$ cat src/rtl/q_search_scheduler.sv
// q_search_scheduler: walks NUM_Q candidate q indices through the datapath and keeps the minimum metric.
// Optional per-candidate watchdog is compiled in with QS_TIMEOUT_EN.
module q_search_scheduler #(
    parameter int N           = 32,
    parameter int Q           = 16,
    parameter int ACC_WIDTH   = 32,
    parameter int NUM_Q       = 16,
    parameter int TIMEOUT_CYC = 256
) (
    input  logic                 clk,
    input  logic                 rst,
    input  logic                 start,
    input  logic                 abort,
    output logic                 start_new_q,
    output logic [3:0]           q_index,
    input  logic                 q_done,
    input  logic                 metric_valid,
    input  logic [ACC_WIDTH-1:0] metric,
    output logic [3:0]           best_q,
    output logic [ACC_WIDTH-1:0] best_metric,
    output logic                 best_valid,
    output logic                 search_done,
    output logic                 busy,
    output logic                 timeout_err
);

    // state   | meaning
    // S_IDLE  | waiting for start
    // S_ISSUE | start_new_q pulse for q_index
    // S_WAIT  | collecting metrics until q_done (or watchdog expiry)
    // S_NEXT  | advance q_index or finish
    // S_DONE  | search_done pulse
    typedef enum logic [2:0] {S_IDLE, S_ISSUE, S_WAIT, S_NEXT, S_DONE} state_t;

    if (NUM_Q < 2 || NUM_Q > 16 || TIMEOUT_CYC < 1 || N < 1 || Q < 0 || Q > N) begin : g_bad_params
        $error("q_search_scheduler: illegal parameter value");
    end

    localparam logic [3:0] LAST_Q = 4'(NUM_Q - 1);

    state_t               state_q, state_d;
    logic                 start_new_q_q, start_new_q_d;
    logic [3:0]           q_index_q, q_index_d;
    logic [3:0]           best_q_q, best_q_d;
    logic [ACC_WIDTH-1:0] best_metric_q, best_metric_d;
    logic                 best_valid_q, best_valid_d;
    logic                 search_done_q, search_done_d;
    logic                 busy_q, busy_d;
    logic                 accept;
    logic                 close_cand;

`ifdef QS_TIMEOUT_EN
    localparam int              WD_W    = $clog2(TIMEOUT_CYC + 1);
    localparam logic [WD_W-1:0] WD_LOAD = WD_W'(TIMEOUT_CYC - 1);
    logic [WD_W-1:0] wd_cnt_q, wd_cnt_d;
    logic            wd_expire;
    logic            timeout_err_q, timeout_err_d;
`endif

    always_comb begin
        state_d       = state_q;
        start_new_q_d = 1'b0;
        search_done_d = 1'b0;
        q_index_d     = q_index_q;
        best_q_d      = best_q_q;
        best_metric_d = best_metric_q;
        best_valid_d  = best_valid_q;
`ifdef QS_TIMEOUT_EN
        wd_cnt_d      = wd_cnt_q;
        timeout_err_d = timeout_err_q;
        wd_expire     = (state_q == S_WAIT) && !q_done && (wd_cnt_q == '0);
        accept        = (state_q == S_WAIT) && metric_valid && !wd_expire &&
                        (!best_valid_q || (metric < best_metric_q));
        close_cand    = (state_q == S_WAIT) && (q_done || wd_expire);
`else
        accept        = (state_q == S_WAIT) && metric_valid &&
                        (!best_valid_q || (metric < best_metric_q));
        close_cand    = (state_q == S_WAIT) && q_done;
`endif

        // abort outranks start, q_done and metrics in the same cycle
        if (abort) begin
            state_d = S_IDLE;
        end else begin
            case (state_q)
                S_IDLE: begin
                    if (start) begin
                        state_d       = S_ISSUE;
                        start_new_q_d = 1'b1;
                        q_index_d     = '0;
                        best_valid_d  = 1'b0;
                        best_metric_d = '1;
`ifdef QS_TIMEOUT_EN
                        timeout_err_d = 1'b0;
`endif
                    end
                end
                S_ISSUE: begin
                    state_d = S_WAIT;
`ifdef QS_TIMEOUT_EN
                    wd_cnt_d = WD_LOAD;
`endif
                end
                S_WAIT: begin
                    if (accept) begin
                        best_metric_d = metric;
                        best_q_d      = q_index_q;
                        best_valid_d  = 1'b1;
                    end
                    if (close_cand) begin
                        state_d = S_NEXT;
                    end
`ifdef QS_TIMEOUT_EN
                    if (wd_expire) begin
                        timeout_err_d = 1'b1;
                    end else if (!q_done) begin
                        wd_cnt_d = wd_cnt_q - 1'b1;
                    end
`endif
                end
                S_NEXT: begin
                    if (q_index_q == LAST_Q) begin
                        state_d       = S_DONE;
                        search_done_d = 1'b1;
                    end else begin
                        q_index_d     = q_index_q + 4'd1;
                        state_d       = S_ISSUE;
                        start_new_q_d = 1'b1;
                    end
                end
                S_DONE:  state_d = S_IDLE;
                default: state_d = S_IDLE;
            endcase
        end

        busy_d = (state_d != S_IDLE);
    end

    always_ff @(posedge clk) begin
        if (rst) begin
            state_q       <= S_IDLE;
            start_new_q_q <= 1'b0;
            q_index_q     <= '0;
            best_q_q      <= '0;
            best_metric_q <= '1;
            best_valid_q  <= 1'b0;
            search_done_q <= 1'b0;
            busy_q        <= 1'b0;
`ifdef QS_TIMEOUT_EN
            wd_cnt_q      <= '0;
            timeout_err_q <= 1'b0;
`endif
        end else begin
            state_q       <= state_d;
            start_new_q_q <= start_new_q_d;
            q_index_q     <= q_index_d;
            best_q_q      <= best_q_d;
            best_metric_q <= best_metric_d;
            best_valid_q  <= best_valid_d;
            search_done_q <= search_done_d;
            busy_q        <= busy_d;
`ifdef QS_TIMEOUT_EN
            wd_cnt_q      <= wd_cnt_d;
            timeout_err_q <= timeout_err_d;
`endif
        end
    end

    assign start_new_q = start_new_q_q;
    assign q_index     = q_index_q;
    assign best_q      = best_q_q;
    assign best_metric = best_metric_q;
    assign best_valid  = best_valid_q;
    assign search_done = search_done_q;
    assign busy        = busy_q;
`ifdef QS_TIMEOUT_EN
    assign timeout_err = timeout_err_q;
`else
    assign timeout_err = 1'b0;
`endif

endmodule

$ cat config.mk
export PLATFORM = sky130hd
export DESIGN_NAME = q_search_scheduler
export DESIGN_NICKNAME = d
export VERILOG_FILES = /design/src/rtl/q_search_scheduler.sv
export SDC_FILE = /design/constraint.sdc
export NUM_CORES = 1
export LEC_CHECK = 0
export ABC_CLOCK_PERIOD_IN_PS = 3300
export BUFFER_PORTS_ARGS = -buffer_cell sky130_fd_sc_hd__buf_2
export CAP_MARGIN = 10
export CORE_MARGIN = 2
export CORE_UTILIZATION = 53
export DETAILED_ROUTE_END_ITERATION = 16
export PLACE_DENSITY = 0.81
export SLEW_MARGIN = 40
export SYNTH_ARGS = -nofsm -noshare
export SYNTH_HDL_FRONTEND = slang
export SYNTH_SLANG_ARGS = --single-unit
$ cat constraint.sdc
create_clock -name clk -period 3.3 [get_ports clk]
set_clock_uncertainty 0.1 [all_clocks]
set_input_delay 0.66 -clock clk [delete_from_list [all_inputs] [get_ports clk]]
set_output_delay 0.66 -clock clk [all_outputs]
set_load 0.05 [all_outputs]
==> flow_summary.yaml, run 1 <==
global_route:
  grt_max_degree: 39
  overflow: 0
  grt_pass1_wl_mm: 11.8
  grt_util_met1: 0.310
  first_global_vias: 2476
  globalRouteTotalUtil: 0.233
  met2_demand_to_capacity_share_in_global_routing: 0.393
  globalRoute.busiestLayer: "met2"
  globalRouteMet3Util: 0.0328
  grt_antenna_before_repair: 0
clocking:
  clockRootBuffer: "sky130_fd_sc_hd__clkbuf_8"
  post_cts_hold_fix_bufs: 0
  cts_tree: "yes"
  cts.htree.levels: 2
  cts_buffer_depth: 2
  cts-resized-gates: 0
  clk_transition_reported_paths_ns: 0.10
  cts.sink_count: 47
  worstSkewPairLatency_ns: 0.31
  cts.repair_timing.setup_buffer_count: 0
  cts_buffers: 5
logic_synthesis:
  synth.largest_area_cell: "sky130_fd_sc_hd__dfxtp_1"
  number_of_flops_mapped_to_enable_cells_by_yosys: 0
  synth_cell_types: 48
  post_synthesis_sequential_area_ratio: 0.308
  syn_nets: 401
  synth_cells: 331
  ys_async_sr_fraction: 0
  post_synth.cell_area_avg_um2: 9.23
  synthTopCellsByCount: "sky130_fd_sc_hd__dfxtp_1 (47), sky130_fd_sc_hd__inv_1 (36), sky130_fd_sc_hd__ha_1 (32), sky130_fd_sc_hd__nor4b_1 (32), sky130_fd_sc_hd__o21ai_1 (30)"
  yosysMostFrequentCell: "sky130_fd_sc_hd__dfxtp_1"
  post-synth-top-area-fraction: 0.308
  synthesis.yosys.warnings: 0
  main_synth_ff_type: "sky130_fd_sc_hd__dfxtp_1"
  post_synth_instance_area_um2: 3060
  ys_ff_latch: 47
  yosys-top-cells-area: "sky130_fd_sc_hd__dfxtp_1 (31%), sky130_fd_sc_hd__ha_1 (13%), sky130_fd_sc_hd__nor4b_1 (9.2%)"
floorplan:
  std_cell_rows: 27
  placeableCoreArea_um2: 5540
  initial_core_util: 0.551
  pin_count: 83
  die_width_um: 79.9
  total_die_area_um2: 6390
  floorplan.die.height_um: 79.9
worst_setup_path:
  worst_path_dominant_cell_family: "simple AND/OR/NAND/NOR gates"
  crit_end_category: "flop"
  crit_chain: "buf_2 -> ha_1 -> nand4_1 -> or4_4 -> nor3_2 -> o41ai_4 -> buf_4 -> and3_1 -> a31o_1"
  cp.buffers_inverters: 2
  crit_path_max_incr_delay_ns: 0.54
  critPathRequiredTime_ns: 3.41
  setup.worst_path.class: "in -> reg"
  critical_path.max_fanout: 10
  worst_setup_path_start_kind: "input pin"
  arrival_time_at_the_worst_endpoint_ns: 3.00
  cell_type_of_the_slowest_stage_on_the_worst_timing_path: "sky130_fd_sc_hd__or4_4"
timing:
  finalWorstSetupSlack_ns: 0.410
  hold_viol: 0
  final.setup.tns_ns: 0
  slew_headroom: 0.561
  timing.final.max_slew_violations: 0
  rsz0062_at_grt: "false"
  timing.final.crit_share: 0.876
  worst_slew_pin_slew_ns: 0.650
  setup_viol: 0
  final.min_clock_period_ns: 2.89
  fmaxAchievable_mhz: 346
power_and_ir_drop:
  power.static_leakage_nw: 1.70
  p_sw_frac: 0.293
  clock_power_share: 0.342
  switchingPower_mw: 0.321
  irDropWorstVdd_mv: 0.283
  p_per_area_nw_per_um2: 308
  intPower_mw: 0.776
  combinational_fraction_of_design_power: 0.132
  seq_power_share: 0.526
cells_and_area:
  fillers: 523
  insertedDiodeCount: 0
  final_layout_size_suffix_gt1_frac: 0.353
  finish.cell_count_without_fillers: 477
  synthToLayoutAreaGrowth_pct: 16.7
  final_net_count: 474
outcome:
  outcome: "finished clean"
hold_path:
  min_path_type: "reg -> reg"
routing:
  route.final.wire_length_mm: 7.39
  final_antenna_net_count: 0
  dr.first_iter.drc_count: 99
  vias: 2767
  detailedRoute.firstPassIterationCount: 4
  wl_per_cell_um: 15.5
  vias_per_cell: 5.80
  drcViolationCount: 0
placed_design:
  routabilityCongestion: 0.774
  dpl_worst_slack_ns: 0.0801
  hpwlAfterDp_mm: 5.31
  placement.io_buffers: 81
  placed_cells_incl_taps: 469
run:
  max_cap_viol_count: 0
metal layers:
metal / vias to the layer above / share of wire
li1: 1344 / -
met1: 1329 / 0.45
met2: 88 / 0.49
met3: 6 / 0.055
met4: 0 / 0.0082
met5: - / 0
sequential cells by signal (all words and copies together), names as in the netlist:
signal,count
q_index,4
best_valid,1
best_q,4
best_metric,32
search_done,1
start_new_q,1
busy,1
state_q,3
power by group through the flow:
| stage | Clock, mW | Combinational, mW | Sequential (mW) |
|---|---|---|---|
| floorplan | 0 | 0.0824 | 0.601 |
| global placement | 0 | 0.141 | 0.590 |
| detailed placement | 0 | 0.142 | 0.590 |
| CTS | 0.377 | 0.144 | 0.577 |
| global route | 0.408 | 0.157 | 0.578 |
| finish | 0.376 | 0.144 | 0.577 |
layout make-up:
cell class / instances / area, µm² / area share
multi-input combinational: 223 / 1830 / 0.513
sequential: 47 / 941 / 0.264
timing repair buffer: 90 / 473 / 0.133
inverter: 37 / 139 / 0.0389
tap: 72 / 90.1 / 0.0253
clock buffer: 5 / 68.8 / 0.0193
clock inverter: 3 / 23.8 / 0.00667
through the flow:
step                      hold WS, ns  power, mW   util  instance area [µm²]
final                           0.431       1.10  0.644                 3570
after global routing            0.462       1.14  0.644                 3570
after detailed placement        0.407      0.732  0.627                 3470
after CTS                       0.422       1.10  0.644                 3570
after global placement          0.404      0.731  0.626                 3470
after floorplan                 0.458      0.684      -                 3060
cells by family after synthesis:
logic type / count (synthesis) / synth area share
AO/OA/AOI/OAI: 106 / 0.269
XOR/XNOR: 4 / 0.0115
adder cells (fa/ha/maj): 32 / 0.131
buffers and inverters: 61 / 0.0987
flip-flops: 47 / 0.308
multiplexers: 1 / 0.00328
other: 1 / 0.00123
AND/OR/NAND/NOR: 79 / 0.178
path summary, 6_finish.rpt:
kind / slack (ns) / from / end / depth (start not counted)
max: 0.41 / metric[27] / best_q[1] / 9
min: 0.43 / best_valid / best_valid / 2
max reg2reg: 0.43 / best_metric[31] / best_q[1] / 9
min reg2reg: 0.43 / best_valid / best_valid / 2
cells in the final DEF (no fill, tap or decap), types with 2 or more instances in the layout:
cell                         count
sky130_fd_sc_hd__a21o_1          4
sky130_fd_sc_hd__a21oi_1        16
sky130_fd_sc_hd__a21oi_2        29
sky130_fd_sc_hd__a311oi_2        4
sky130_fd_sc_hd__a31o_1          4
sky130_fd_sc_hd__and3_1          2
sky130_fd_sc_hd__buf_2          81
sky130_fd_sc_hd__buf_4           9
sky130_fd_sc_hd__clkbuf_8        5
sky130_fd_sc_hd__clkinvlp_4      2
sky130_fd_sc_hd__dfxtp_1        47
sky130_fd_sc_hd__ha_1           32
sky130_fd_sc_hd__inv_1          36
sky130_fd_sc_hd__nand2_1        10
sky130_fd_sc_hd__nand2b_1        3
sky130_fd_sc_hd__nand3_1         3
sky130_fd_sc_hd__nand4_1         6
sky130_fd_sc_hd__nor2_1         10
sky130_fd_sc_hd__nor3_1          3
sky130_fd_sc_hd__nor4b_1        32
sky130_fd_sc_hd__o21a_1          3
sky130_fd_sc_hd__o21ai_0         6
sky130_fd_sc_hd__o21ai_1        30
sky130_fd_sc_hd__xor2_1          3
worst reg2reg max path, cell delays in order, from the launching register on:
cell,delay [ns]
sky130_fd_sc_hd__dfxtp_1,0.39
sky130_fd_sc_hd__inv_1,0.07
sky130_fd_sc_hd__ha_1,0.31
sky130_fd_sc_hd__nand4_1,0.15
sky130_fd_sc_hd__or4_4,0.57
sky130_fd_sc_hd__nor3_2,0.31
sky130_fd_sc_hd__o41ai_4,0.20
sky130_fd_sc_hd__buf_4,0.22
sky130_fd_sc_hd__and3_1,0.24
sky130_fd_sc_hd__a31o_1,0.23
(Power assumes the default switching activity.)
==> inputs of run 2 (changes only) <==
- REMOVE_ABC_BUFFERS: unset -> 1
==> flow_summary.yaml, run 2 (synthesis gave the netlist of run 1 again) <==
outcome:
  outcome: "finished clean"
placed_design:
  placement.io_buffers: 81
  routabilityCongestion: 0.819
  place_area_um2: 3470
  placed_cells_incl_taps: 467
  hpwlAfterDp_mm: 5.31
run:
  max_cap_viol_count: 0
worst_setup_path:
  crit_end_category: "flop"
  timing.rr.start: "best_metric[31]"
  crit_chain: "buf_2 -> ha_1 -> nand4_1 -> or4_4 -> nor3_2 -> o41ai_4 -> buf_4 -> a21oi_1 -> o21ai_0"
  critPathRequiredTime_ns: 3.38
  regToRegEndpoint: "best_metric[26]"
  arrival_time_at_the_worst_endpoint_ns: 2.91
  cell_type_of_the_slowest_stage_on_the_worst_timing_path: "sky130_fd_sc_hd__or4_4"
  worst-r2r-cell-count: 9
  setup.worst_path.class: "in -> reg"
  critical_path.max_fanout: 19
  worst_setup_path_start_kind: "input pin"
  ff2ff_setup_slack_ns: 0.51
  crit_path_max_incr_delay_ns: 0.57
cells_and_area:
  finish.instance_area_um2: 3540
  layout.cells.most_common: "sky130_fd_sc_hd__buf_2"
  finish.cell_count_without_fillers: 473
  final_net_count: 472
  synthToLayoutAreaGrowth_pct: 16.0
  final_layout_size_suffix_gt1_frac: 0.344
  fillers: 497
  largest_reg_flops: 32
  area_occupied_by_multi_input_gates_um2: 1830
  insertedDiodeCount: 0
  seq_area_um2: 941
  layout.cells.most_common_list: "sky130_fd_sc_hd__buf_2 (81), sky130_fd_sc_hd__dfxtp_1 (47), sky130_fd_sc_hd__inv_1 (36)"
routing:
  drcViolationCount: 0
  wl_per_cell_um: 15.4
  wl_met3_um: 428
  route.final.wire_length_mm: 7.26
  top_layer_used: "met4"
  wl_met2_mm: 3.43
  detailedRoute.firstPassIterationCount: 4
  final_antenna_net_count: 0
  met1_wire_length_mm: 3.28
  vias: 2687
  dr.first_iter.drc_count: 109
  vias_per_cell: 5.68
clocking:
  worstSkewPairLatency_ns: 0.30
  cts.htree.levels: 2
  clockRootBuffer: "sky130_fd_sc_hd__clkbuf_8"
  cts.repair_timing.setup_buffer_count: 0
  post_cts_hold_fix_bufs: 0
  cts.sink_count: 47
  cts_tree: "yes"
  clk_transition_reported_paths_ns: 0.08
  cts_buffer_depth: 2
  cts_buffers: 5
  cts-resized-gates: 0
power_and_ir_drop:
  p_sw_frac: 0.265
  combinational_fraction_of_design_power: 0.140
  intPower_mw: 0.766
  power.static_leakage_nw: 1.69
  irDropWorstVdd_mv: 0.164
  p_per_area_nw_per_um2: 294
  seq_power_share: 0.553
  switchingPower_mw: 0.277
  clock_power_share: 0.307
hold_path:
  hold_path.startpoint: "best_valid"
  whs_path_depth: 2
  min_path_type: "reg -> reg"
  worstHoldEndpoint: "best_valid"
timing:
  fmaxAchievable_mhz: 354
  slew_headroom: 0.554
  worst_slew_pin_slew_ns: 0.667
  timing.final.crit_share: 0.856
  timing.final.max_slew_violations: 0
  setup_viol: 0
  final.min_clock_period_ns: 2.83
  rsz0062_at_grt: "false"
  hold_viol: 0
global_route:
  grt_max_degree: 39
  first_global_vias: 2679
  grt_pass1_wl_mm: 12.2
  grt_antenna_before_repair: 0
  globalRouteTotalUtil: 0.238
  overflow: 0
floorplan:
  floorplan.die.height_um: 79.9
  die_width_um: 79.9
  total_die_area_um2: 6390
  std_cell_rows: 27
  initial_core_util: 0.551
  placeableCoreArea_um2: 5540
  pin_count: 83
run 2: how the worst max path moves through the flow:
stage / end / cells after the start / startpoint / slack (ns)
floorplan: best_q[0] / 7 / best_metric[1] / -1.91
global placement: best_metric[27] / 9 / metric[31] / 0.19
detailed placement: best_metric[26] / 9 / metric[31] / 0.14
CTS: best_metric[26] / 9 / metric[31] / 0.45
global route: best_metric[28] / 9 / metric[31] / 0.31
finish: best_metric[26] / 9 / metric[31] / 0.47
run 2: area by class of cell:
cell class | count | share of cell area
multi-input combinational | 223 | 0.517
timing repair buffer | 88 | 0.133
inverter | 37 | 0.0392
sequential | 47 | 0.266
tap | 72 | 0.0254
clock buffer | 6 | 0.0205
run 2: metrics by stage:
| stage | hold WS (ns) | setup slack (ns) | setup TNS, ns | power [mW] | utilization |
|---|---|---|---|---|---|
| 3_5_place_dp | 0.406 | 0.135 | 0 | 0.734 | 0.626 |
| 3_3_place_gp | 0.401 | 0.191 | 0 | 0.732 | 0.626 |
| 5_1_grt | 0.457 | 0.314 | 0 | 1.08 | 0.640 |
| 6_report | 0.418 | 0.474 | 0 | 1.04 | 0.640 |
| 4_1_cts | 0.418 | 0.455 | 0 | 1.05 | 0.640 |
| 2_1_floorplan | 0.458 | -1.91 | -60.11 | 0.670 | - |
run 2: worst max-delay path: cells and delay by family:
| family | cells | cell delay [ns] |
|---|---|---|
| buffers and inverters | 2 | 0.41 |
| AO/OA/AOI/OAI | 3 | 0.49 |
| AND/OR/NAND/NOR | 3 | 1.03 |
| adder cells (fa/ha/maj) | 1 | 0.31 |
run 2: layer usage:
metal	up-vias	track usage
met5	-	0
met4	0	0.0797
met3	12	0.0520
met2	85	0.392
met1	1250	0.307
li1	1340	-
run 2: power groups by stage:
stage	Combinational, mW	Clock [mW]	Sequential, mW
6_report	0.146	0.320	0.577
2_1_floorplan	0.0675	0	0.602
5_1_grt	0.159	0.347	0.577
3_3_place_gp	0.142	0	0.590
4_1_cts	0.145	0.328	0.577
3_5_place_dp	0.144	0	0.590
==> inputs of run 3 (changes only) <==
- CAP_MARGIN: 10 -> unset
- MAX_ROUTING_LAYER: unset -> met4
- PLACE_DENSITY: 0.81 -> 0.8
==> flow_summary.yaml, run 3 (synthesis gave the netlist of run 1 again) <==
timing:
  fmaxAchievable_mhz: 357
  final.setup.tns_ns: 0
  finalWorstSetupSlack_ns: 0.497
  timing.final.crit_share: 0.849
  slew_headroom: 0.581
  timing.final.max_slew_violations: 0
  setup_viol: 0
  worst_slew_pin_slew_ns: 0.624
  final.min_clock_period_ns: 2.80
  rsz0062_at_grt: "false"
  hold_viol: 0
cells_and_area:
  final_layout_size_suffix_gt1_frac: 0.350
  fillers: 494
  insertedDiodeCount: 0
  layout.cells.most_common_list: "sky130_fd_sc_hd__buf_2 (81), sky130_fd_sc_hd__dfxtp_1 (47), sky130_fd_sc_hd__inv_1 (36)"
  seq_area_um2: 941
  final_net_count: 472
  largest_reg_flops: 32
  layout.cells.most_common: "sky130_fd_sc_hd__buf_2"
  area_occupied_by_multi_input_gates_um2: 1830
  synthToLayoutAreaGrowth_pct: 18.1
clocking:
  worstSkewPairLatency_ns: 0.31
  cts_tree: "yes"
  cts-resized-gates: 0
  cts.repair_timing.setup_buffer_count: 0
  clockRootBuffer: "sky130_fd_sc_hd__clkbuf_8"
  cts.sink_count: 47
  cts.htree.levels: 2
  cts_buffer_depth: 2
  clk_transition_reported_paths_ns: 0.10
  cts_buffers: 5
  post_cts_hold_fix_bufs: 0
routing:
  detailedRoute.firstPassIterationCount: 4
  route.final.wire_length_mm: 7.67
  dr.first_iter.drc_count: 196
  vias: 2765
  drcViolationCount: 0
  met1_wire_length_mm: 3.49
  wl_met2_mm: 3.56
  vias_per_cell: 5.82
  final_antenna_net_count: 0
  top_layer_used: "met4"
  wl_met3_um: 486
  wl_per_cell_um: 16.1
run:
  max_cap_viol_count: 0
worst_setup_path:
  worst-r2r-cell-count: 9
  crit_path_max_incr_delay_ns: 0.57
  timing.critical_path.depth: 9
  cp.buffers_inverters: 2
  crit_chain: "buf_2 -> ha_1 -> nand4_1 -> or4_4 -> nor3_2 -> o41ai_4 -> buf_4 -> a21oi_1 -> o21ai_0"
  critical_path.max_fanout: 18
  arrival_time_at_the_worst_endpoint_ns: 2.88
  setup.worst_path.class: "in -> reg"
  worst_setup_path_start_kind: "input pin"
  endpoint: "best_metric[26]"
  setup.worst_path.start: "metric[31]"
  timing.rr.start: "best_metric[31]"
  cell_type_of_the_slowest_stage_on_the_worst_timing_path: "sky130_fd_sc_hd__or4_4"
  worst_path_dominant_cell_family: "simple AND/OR/NAND/NOR gates"
  critPathRequiredTime_ns: 3.38
  crit_end_category: "flop"
  regToRegEndpoint: "best_metric[26]"
  ff2ff_setup_slack_ns: 0.51
global_route:
  grt_antenna_before_repair: 0
  first_global_vias: 2662
  overflow: 0
  grt_max_degree: 39
  grt_pass1_wl_mm: 12.8
  globalRouteTotalUtil: 0.262
hold_path:
  min_path_type: "reg -> reg"
floorplan:
  total_die_area_um2: 6390
  die_width_um: 79.9
  pin_count: 83
  std_cell_rows: 27
  placeableCoreArea_um2: 5540
  initial_core_util: 0.551
  floorplan.die.height_um: 79.9
placed_design:
  hpwlAfterDp_mm: 5.45
  dpl_worst_slack_ns: 0.155
  routabilityCongestion: 0.833
  placement.io_buffers: 81
outcome:
  outcome: "finished clean"
power_and_ir_drop:
  p_per_area_nw_per_um2: 343
  irDropWorstVdd_mv: 0.172
  power.static_leakage_nw: 1.72
[run 3: cell types whose count changed in the layout (fill, tap and decap cells not counted), sizes merged]
cell,delta
clkbuf,-1
bufinv,+2
clkinvlp,+1
[run 3: where the power goes]
group / internal [mW] / total, mW / switching (mW) / leakage [nW]
clock: 0.302 / 0.514 / 0.212 / 0.0644
sequential: 0.571 / 0.577 / 0.00546 / 0.381
combinational: 0.0531 / 0.148 / 0.0948 / 1.27
total: 0.927 / 1.24 / 0.312 / 1.72
[run 3: area by class of cell]
type / count / share of cell area
inverter: 37 / 0.0385
timing repair buffer: 88 / 0.130
sequential: 47 / 0.261
tap: 72 / 0.0250
clock inverter: 3 / 0.0187
multi-input combinational: 223 / 0.507
clock buffer: 5 / 0.0191
[run 3: worst min-delay path by stage]
| stage | from | end | slack [ns] | cells past startpoint |
|---|---|---|---|---|
| final | best_valid | best_valid | 0.41 | 2 |
| after global routing | best_valid | best_valid | 0.46 | 2 |
| after CTS | best_valid | best_valid | 0.41 | 2 |
| after detailed placement | best_valid | best_valid | 0.39 | 2 |
| after global placement | best_valid | best_valid | 0.40 | 2 |
| after floorplan | state_q[1] | search_done | 0.46 | 2 |
[run 3: worst min-delay path, stage by stage, from the launching register on]
cell	delay (ns)
sky130_fd_sc_hd__dfxtp_1	0.34
sky130_fd_sc_hd__o21ai_1	0.07
sky130_fd_sc_hd__a21oi_1	0.06
[run 3: metal layers]
metal / track usage / vias up
li1: - / 1342
met4: 0.0915 / 0
met2: 0.405 / 102
met5: - / -
met3: 0.0373 / 15
met1: 0.350 / 1306
[run 3: per-stage QoR]
step	utilization	total power, mW	cell area [µm²]	instances	hold slack, ns
2_1_floorplan	-	0.670	2890	307	0.458
3_3_place_gp	0.626	0.733	3470	467	0.396
3_5_place_dp	0.626	0.736	3470	467	0.395
4_1_cts	0.651	1.24	3610	475	0.411
5_1_grt	0.651	1.28	3610	475	0.460
6_report	0.651	1.24	3610	475	0.413
